File: config.mk
export PLATFORM = sky130hd
export DESIGN_NAME = lc3b_mem_responder
export DESIGN_NICKNAME = d
export VERILOG_FILES = /design/src/rtl/lc3b_mem_responder.sv
export SDC_FILE = /design/constraint.sdc
export NUM_CORES = 2
export LEC_CHECK = 0
export CORE_AREA = 2 2 520 1039
export CTS_CLUSTER_DIAMETER = 40
export CTS_CLUSTER_SIZE = 20
export DETAILED_ROUTE_END_ITERATION = 16
export DIE_AREA = 0 0 522 1041
export GPL_TIMING_DRIVEN = 1
export MAX_ROUTING_LAYER = met4
export PLACE_DENSITY = 0.5
export SYNTH_ARGS = -nofsm -noshare
export SYNTH_HDL_FRONTEND = slang
export SYNTH_SLANG_ARGS = --single-unit
File: constraint.sdc
create_clock -name clk -period 4.5 [get_ports clk]
set_input_delay 0.9 -clock clk [delete_from_list [all_inputs] [get_ports clk]]
set_output_delay 0.9 -clock clk [all_outputs]
set_load 0.1 [all_outputs]
File: src/rtl/lc3b_mem_responder.sv
// LC-3b memory responder: a word array behind a fixed-latency read/write
// handshake, with a sticky flag for initiator protocol violations.
module lc3b_mem_responder #(
    parameter int DEPTH_WORDS = 256,
    parameter int LATENCY     = 3
) (
    input  logic        clk,
    input  logic        rst,
    input  logic        mem_read,
    input  logic        mem_write,
    input  logic [15:0] mem_address,
    input  logic [15:0] mem_wdata,
    input  logic [1:0]  mem_byte_enable,
    output logic        mem_resp,
    output logic [15:0] mem_rdata,
    output logic        mem_err
);
    localparam int AW = $clog2(DEPTH_WORDS);

    typedef enum logic [1:0] {IDLE, BUSY, RESP} state_e;

    state_e        state_q, state_d;
    logic [3:0]    cnt_q, cnt_d;
    logic [AW-1:0] idx_q, idx_d;
    logic [15:0]   wdata_q, wdata_d;
    logic [1:0]    be_q, be_d;
    logic          is_wr_q, is_wr_d;
    logic [15:0]   rdata_q, rdata_d;
    logic          err_q, err_d;

    logic          req;
    logic          commit;
    logic          c_wr;
    logic [AW-1:0] c_idx;
    logic [15:0]   c_wdata;
    logic [1:0]    c_be;
    logic [15:0]   addr_unused;

    logic [15:0] mem_array [DEPTH_WORDS] = '{default: 16'h0000};

    assign req         = mem_read | mem_write;
    assign addr_unused = mem_address;

    always_comb begin
        state_d = state_q;
        cnt_d   = cnt_q;
        idx_d   = idx_q;
        wdata_d = wdata_q;
        be_d    = be_q;
        is_wr_d = is_wr_q;
        rdata_d = rdata_q;
        err_d   = err_q;
        commit  = 1'b0;
        c_wr    = is_wr_q;
        c_idx   = idx_q;
        c_wdata = wdata_q;
        c_be    = be_q;
        case (state_q)
            IDLE: begin
                if (req) begin
                    idx_d   = mem_address[AW:1];
                    wdata_d = mem_wdata;
                    be_d    = mem_byte_enable;
                    is_wr_d = mem_write;
                    if (mem_read && mem_write) err_d = 1'b1;
                    // Single-cycle latency commits straight from the live inputs.
                    if (LATENCY == 1) begin
                        state_d = RESP;
                        commit  = 1'b1;
                        c_wr    = mem_write;
                        c_idx   = mem_address[AW:1];
                        c_wdata = mem_wdata;
                        c_be    = mem_byte_enable;
                    end else begin
                        state_d = BUSY;
                        cnt_d   = 4'(LATENCY - 1);
                    end
                end
            end
            BUSY: begin
                if (!req) begin
                    state_d = IDLE;
                    cnt_d   = 4'd0;
                    err_d   = 1'b1;
                end else if (cnt_q == 4'd1) begin
                    state_d = RESP;
                    cnt_d   = 4'd0;
                    commit  = 1'b1;
                end else begin
                    cnt_d = cnt_q - 4'd1;
                end
            end
            RESP:    state_d = IDLE;
            default: state_d = IDLE;
        endcase
        if (commit && !c_wr) rdata_d = mem_array[c_idx];
    end

    always_ff @(posedge clk or posedge rst) begin
        if (rst) begin
            state_q <= IDLE;
            cnt_q   <= 4'd0;
            idx_q   <= '0;
            wdata_q <= 16'h0000;
            be_q    <= 2'b00;
            is_wr_q <= 1'b0;
            rdata_q <= 16'h0000;
            err_q   <= 1'b0;
        end else begin
            state_q <= state_d;
            cnt_q   <= cnt_d;
            idx_q   <= idx_d;
            wdata_q <= wdata_d;
            be_q    <= be_d;
            is_wr_q <= is_wr_d;
            rdata_q <= rdata_d;
            err_q   <= err_d;
        end
    end

    // Array is deliberately outside the reset domain; contents survive rst.
    always_ff @(posedge clk) begin
        if (commit && c_wr && !rst) begin
            if (c_be[0]) mem_array[c_idx][7:0]  <= c_wdata[7:0];
            if (c_be[1]) mem_array[c_idx][15:8] <= c_wdata[15:8];
        end
    end

    assign mem_resp  = (state_q == RESP);
    assign mem_rdata = rdata_q;
    assign mem_err   = err_q;
endmodule

==> results by group <==
Outcome
  – Status: complete, no violations

Run
  – Total of max-cap violations: 0

Yosys
  – Average instance area after synthesis: between 20 and 25 um^2
  – Yosys warns: 0
  – Synth Register Bits: between 4000 and 5000
  – Number of enable-type register cells in the synthesized netlist: ~4100
  – Synthesized cell area: between 0.15 and 0.2 mm^2
  – Share of the yosys chip area belonging to registers: 0.775
  – Post-Syn Nets: roughly 7300
  – Top flip-flop cell by instance count after synthesis: sky130_fd_sc_hd__edfxtp_1
  – Ys async rst share: 0.0121
  – Cell variety after synth: 60
  – Cells after synthesis: about 7300

Timing
  – Final setup viols: 0
  – Worst Tran Pin Value: approximately 1.4 ns
  – Post-route clock skew: ~0.057 ns
  – Max-Slew Margin vs Limit: 0.0453
  – Setup tns final: 0 ns
  – Final count of hold timing violations: 0
  – Setup repair after global routing missed its margin: false
  – Minimum clock period: between 4 and 5 ns
  – Final count of pins violating max slew: 0
  – Final worst-path setup slack: ~0.18 ns
  – Fmax: roughly 230 MHz
  – Final worst path period share: 0.959

Drt
  – Detailed router's first-iteration violation count: around 7400
  – Post-route ant nets: 0
  – First-pass iteration count of the detailed router: 5
  – Count of vias placed by the detailed router: approximately 79000
  – Routed Wire Length: between 500000 and 600000 um
  – Average wire length per cell after detail routing: roughly 33 um
  – DR DRC count: 0
  – Via density per instance: around 5.1

Placement
  – Half-perimeter wire length after detailed placement: between 300000 and 400000 um
  – RePlAce Congestion: just under 0.9
  – Setup slack at placement: roughly 0.10 ns
  – Port Buffer Count: 47
  – Cell total after placement: 15000

Global routing
  – Global Route Usage Sum: 0.189
  – Gr busiest metal: met2
  – Gr ovfl total: 0
  – Antenna violations before repair: 17
  – Pin count of the biggest net entering global routing: about 150
  – Met1 usage: 0.184
  – Via count of the first global-routing pass: approximately 84000
  – First-pass GRT wire length: between 600000 and 700000 um
  – GR Util met2: 0.353
  – Met3 capacity usage during global routing: 0.0188

Critical path
  – Reg-to-reg slack, setup: 0.18 ns
  – CP max-delay cell: sky130_fd_sc_hd__a311oi_1
  – Arrival time at the worst endpoint: 5.16 ns
  – Cell type with the highest occurrence count on the critical path: sky130_fd_sc_hd__buf_4
  – CP Class: reg -> reg
  – Critical-path cell list: buf_12 > buf_12 > buf_4 > mux4_2 > mux2i_1 > a2111oi_0 > buf_4 > a311oi_1 > buf_4 > a211oi_1 > o22a_1
  – Required time of the critical path: 5.34 ns
  – Cell family with most CP delay: buffers and inverters
  – Combined buffer and inverter count along the critical path: 5
  – Worst-case reg-to-reg path depth: 11
  – Launching element type of the critical path: register
  – Endpoint class of the critical path: register
  – Launching point of the worst reg2reg path: c_idx[0]
  – Endpoint of the worst-slack reg-to-reg timing path: mem_rdata[1]
  – Maximum single-stage delay on the critical path: 0.80 ns
  – Crit Path Max Fanout: 41

Die
  – Die X: roughly 520 um
  – I/O pin total: between 50 and 60
  – Chip Height: ~1000 um
  – Full die area: 0.543 mm^2
  – Row Count: 380
  – Effective utilization at floorplan: 0.300
  – Placeable core area: about 0.53 mm^2

Clock network
  – Count of H-tree levels built during CTS: 5
  – Cell at the root of the clock tree: sky130_fd_sc_hd__clkbuf_16
  – Sinks on the clock net: 4146
  – Insertion delay of the later-clocked pin in the worst-skew pair: 0.94 ns
  – Cts hold-fix bufs: 0
  – TritonCTS Buffers: ~300
  – Cells resized by post-CTS repair: 0
  – Setup bufs post-CTS: 0
  – CTS clock-pin slew for the worst setup and hold paths: ~0.09 ns
  – Clock tree from TritonCTS: built
  – Number of buffers between clock root and the deepest sink: 4

Min path
  – Worst hold-check path type: in -> async

Pwr
  – Maximum VDD drop: between 0.0007 and 0.0008 V
  – Static Leak: approximately 0.058 uW
  – Power Dens Cells: 652 mW/mm^2

Layout
  – Fraction of layout cells with a size suffix above 1: 0.323
  – Final Net Count: a little over 8000
  – Final Non-Filler Cells: ~16000
  – Area delta synth->final: 16.4%
  – Final core occ: 0.349
  – Number of inserted filler cells in the final layout: 49400
[cells in the final DEF (no fill, tap or decap), types with 30 or more instances in the layout]
| cell type | count |
|---|---|
| sky130_fd_sc_hd__buf_4 | 959 |
| sky130_fd_sc_hd__clkbuf_1 | 30 |
| sky130_fd_sc_hd__inv_6 | 41 |
| sky130_fd_sc_hd__inv_8 | 32 |
| sky130_fd_sc_hd__clkdlybuf4s50_1 | 43 |
| sky130_fd_sc_hd__a22oi_1 | 80 |
| sky130_fd_sc_hd__nand3_1 | 57 |
| sky130_fd_sc_hd__nor2_1 | 547 |
| sky130_fd_sc_hd__edfxtp_1 | 4096 |
| sky130_fd_sc_hd__mux2i_1 | 195 |
| sky130_fd_sc_hd__clkbuf_16 | 308 |
| sky130_fd_sc_hd__nand2_1 | 265 |
| sky130_fd_sc_hd__mux2_2 | 44 |
| sky130_fd_sc_hd__a21oi_1 | 45 |
| sky130_fd_sc_hd__buf_12 | 86 |
| sky130_fd_sc_hd__mux4_2 | 1090 |
| sky130_fd_sc_hd__a32oi_1 | 67 |
| sky130_fd_sc_hd__nand4_1 | 30 |
[worst max path at each step]
stage | startpoint | end | slack (ns) | cells past startpoint
after floorplan | rst | mem_array[168][0] | 0.46 | 7
after global placement | c_idx[0] | mem_rdata[1] | 0.06 | 11
after detailed placement | c_idx[0] | mem_rdata[1] | 0.10 | 11
after CTS | c_idx[0] | mem_rdata[1] | 0.07 | 11
after global routing | c_idx[0] | mem_rdata[1] | 0.09 | 11
final | c_idx[0] | mem_rdata[1] | 0.18 | 11
[flip-flops by register name (all words and copies together) (netlist names)]
signal,count
mem_array,4096
c_wdata,16
mem_rdata,16
c_idx,8
cnt_q,4
be_q,2
state_q,2
c_wr,1
mem_err,1
[cells in the mapped netlist, types with 21 or more instances]
library cell | n | area share
sky130_fd_sc_hd__clkbuf_1 | 170 | 0.0040
sky130_fd_sc_hd__nor2_1 | 551 | 0.013
sky130_fd_sc_hd__o211ai_1 | 21 | 0.00098
sky130_fd_sc_hd__mux2i_1 | 195 | 0.012
sky130_fd_sc_hd__dfrtp_1 | 50 | 0.0078
sky130_fd_sc_hd__a22oi_1 | 80 | 0.0037
sky130_fd_sc_hd__buf_2 | 144 | 0.0045
sky130_fd_sc_hd__nand2_1 | 277 | 0.0065
sky130_fd_sc_hd__edfxtp_1 | 4096 | 0.77
sky130_fd_sc_hd__mux4_2 | 1090 | 0.15
sky130_fd_sc_hd__buf_6 | 21 | 0.0015
sky130_fd_sc_hd__buf_1 | 44 | 0.0010
sky130_fd_sc_hd__a21oi_1 | 45 | 0.0014
sky130_fd_sc_hd__nand3_1 | 73 | 0.0023
sky130_fd_sc_hd__a31oi_1 | 28 | 0.0011
sky130_fd_sc_hd__a32oi_1 | 67 | 0.0037
sky130_fd_sc_hd__nor2b_1 | 21 | 0.00082
sky130_fd_sc_hd__buf_4 | 58 | 0.0027
sky130_fd_sc_hd__mux2_2 | 44 | 0.0031
sky130_fd_sc_hd__nand4_1 | 30 | 0.0012
[cell type report]
type / count / area, um^2 / share of cell area
flip-flops and latches: 4146 / 124000 / 0.666
repair buffers: 1088 / 9350 / 0.0501
diodes: 24 / 60.1 / 0.000322
clock inverters: 174 / 2100 / 0.0113
inverters: 9 / 42.5 / 0.000228
multi-input cells: 2699 / 34100 / 0.183
clock buffers: 341 / 7860 / 0.0421
well taps: 7067 / 8840 / 0.0474
[kinds of logic (layout without fill, tap and decap cells)]
group,Yosys count,in the layout,synth area share
other cells,0,24,0
mux,1329,1329,0.168
fa+ha+maj,2,2,0.000156
flops,4146,4146,0.775
simple gates,1010,1010,0.0259
buf+inv,446,1612,0.0139
compound gates,358,358,0.0167
[metrics by stage]
stage	hold slack [ns]	cell area, um^2	total power (uW)
floorplan	0.471	160000	73500
global placement	0.479	177000	94000
detailed placement	0.493	177000	94800
CTS	0.151	187000	123000
global route	0.207	187000	125000
finish	0.204	187000	122000
[power by group]
| group | internal, uW | switching (uW) |
|---|---|---|
| clock | 14200 | 14400 |
| sequential | 48500 | 1970 |
| combinational | 14700 | 28000 |
[layer usage]
layer / routed length, um / vias up / part of all wire
met5: 0 / - / 0
met4: 39100 / 0 / 0.077
met3: 20100 / 839 / 0.040
met2: 283000 / 2396 / 0.56
met1: 164000 / 43000 / 0.32
li1: - / 32400 / -
[worst register-to-register path, stage by stage, from the launching register on]
cell,delay [ns]
sky130_fd_sc_hd__dfrtp_4,0.70
sky130_fd_sc_hd__buf_12,0.28
sky130_fd_sc_hd__buf_12,0.43
sky130_fd_sc_hd__buf_4,0.36
sky130_fd_sc_hd__mux4_2,0.61
sky130_fd_sc_hd__mux2i_1,0.20
sky130_fd_sc_hd__a2111oi_0,0.19
sky130_fd_sc_hd__buf_4,0.19
sky130_fd_sc_hd__a311oi_1,0.80
sky130_fd_sc_hd__buf_4,0.24
sky130_fd_sc_hd__a211oi_1,0.05
sky130_fd_sc_hd__o22a_1,0.16
Note: power is estimated with default switching activity, not from simulation.
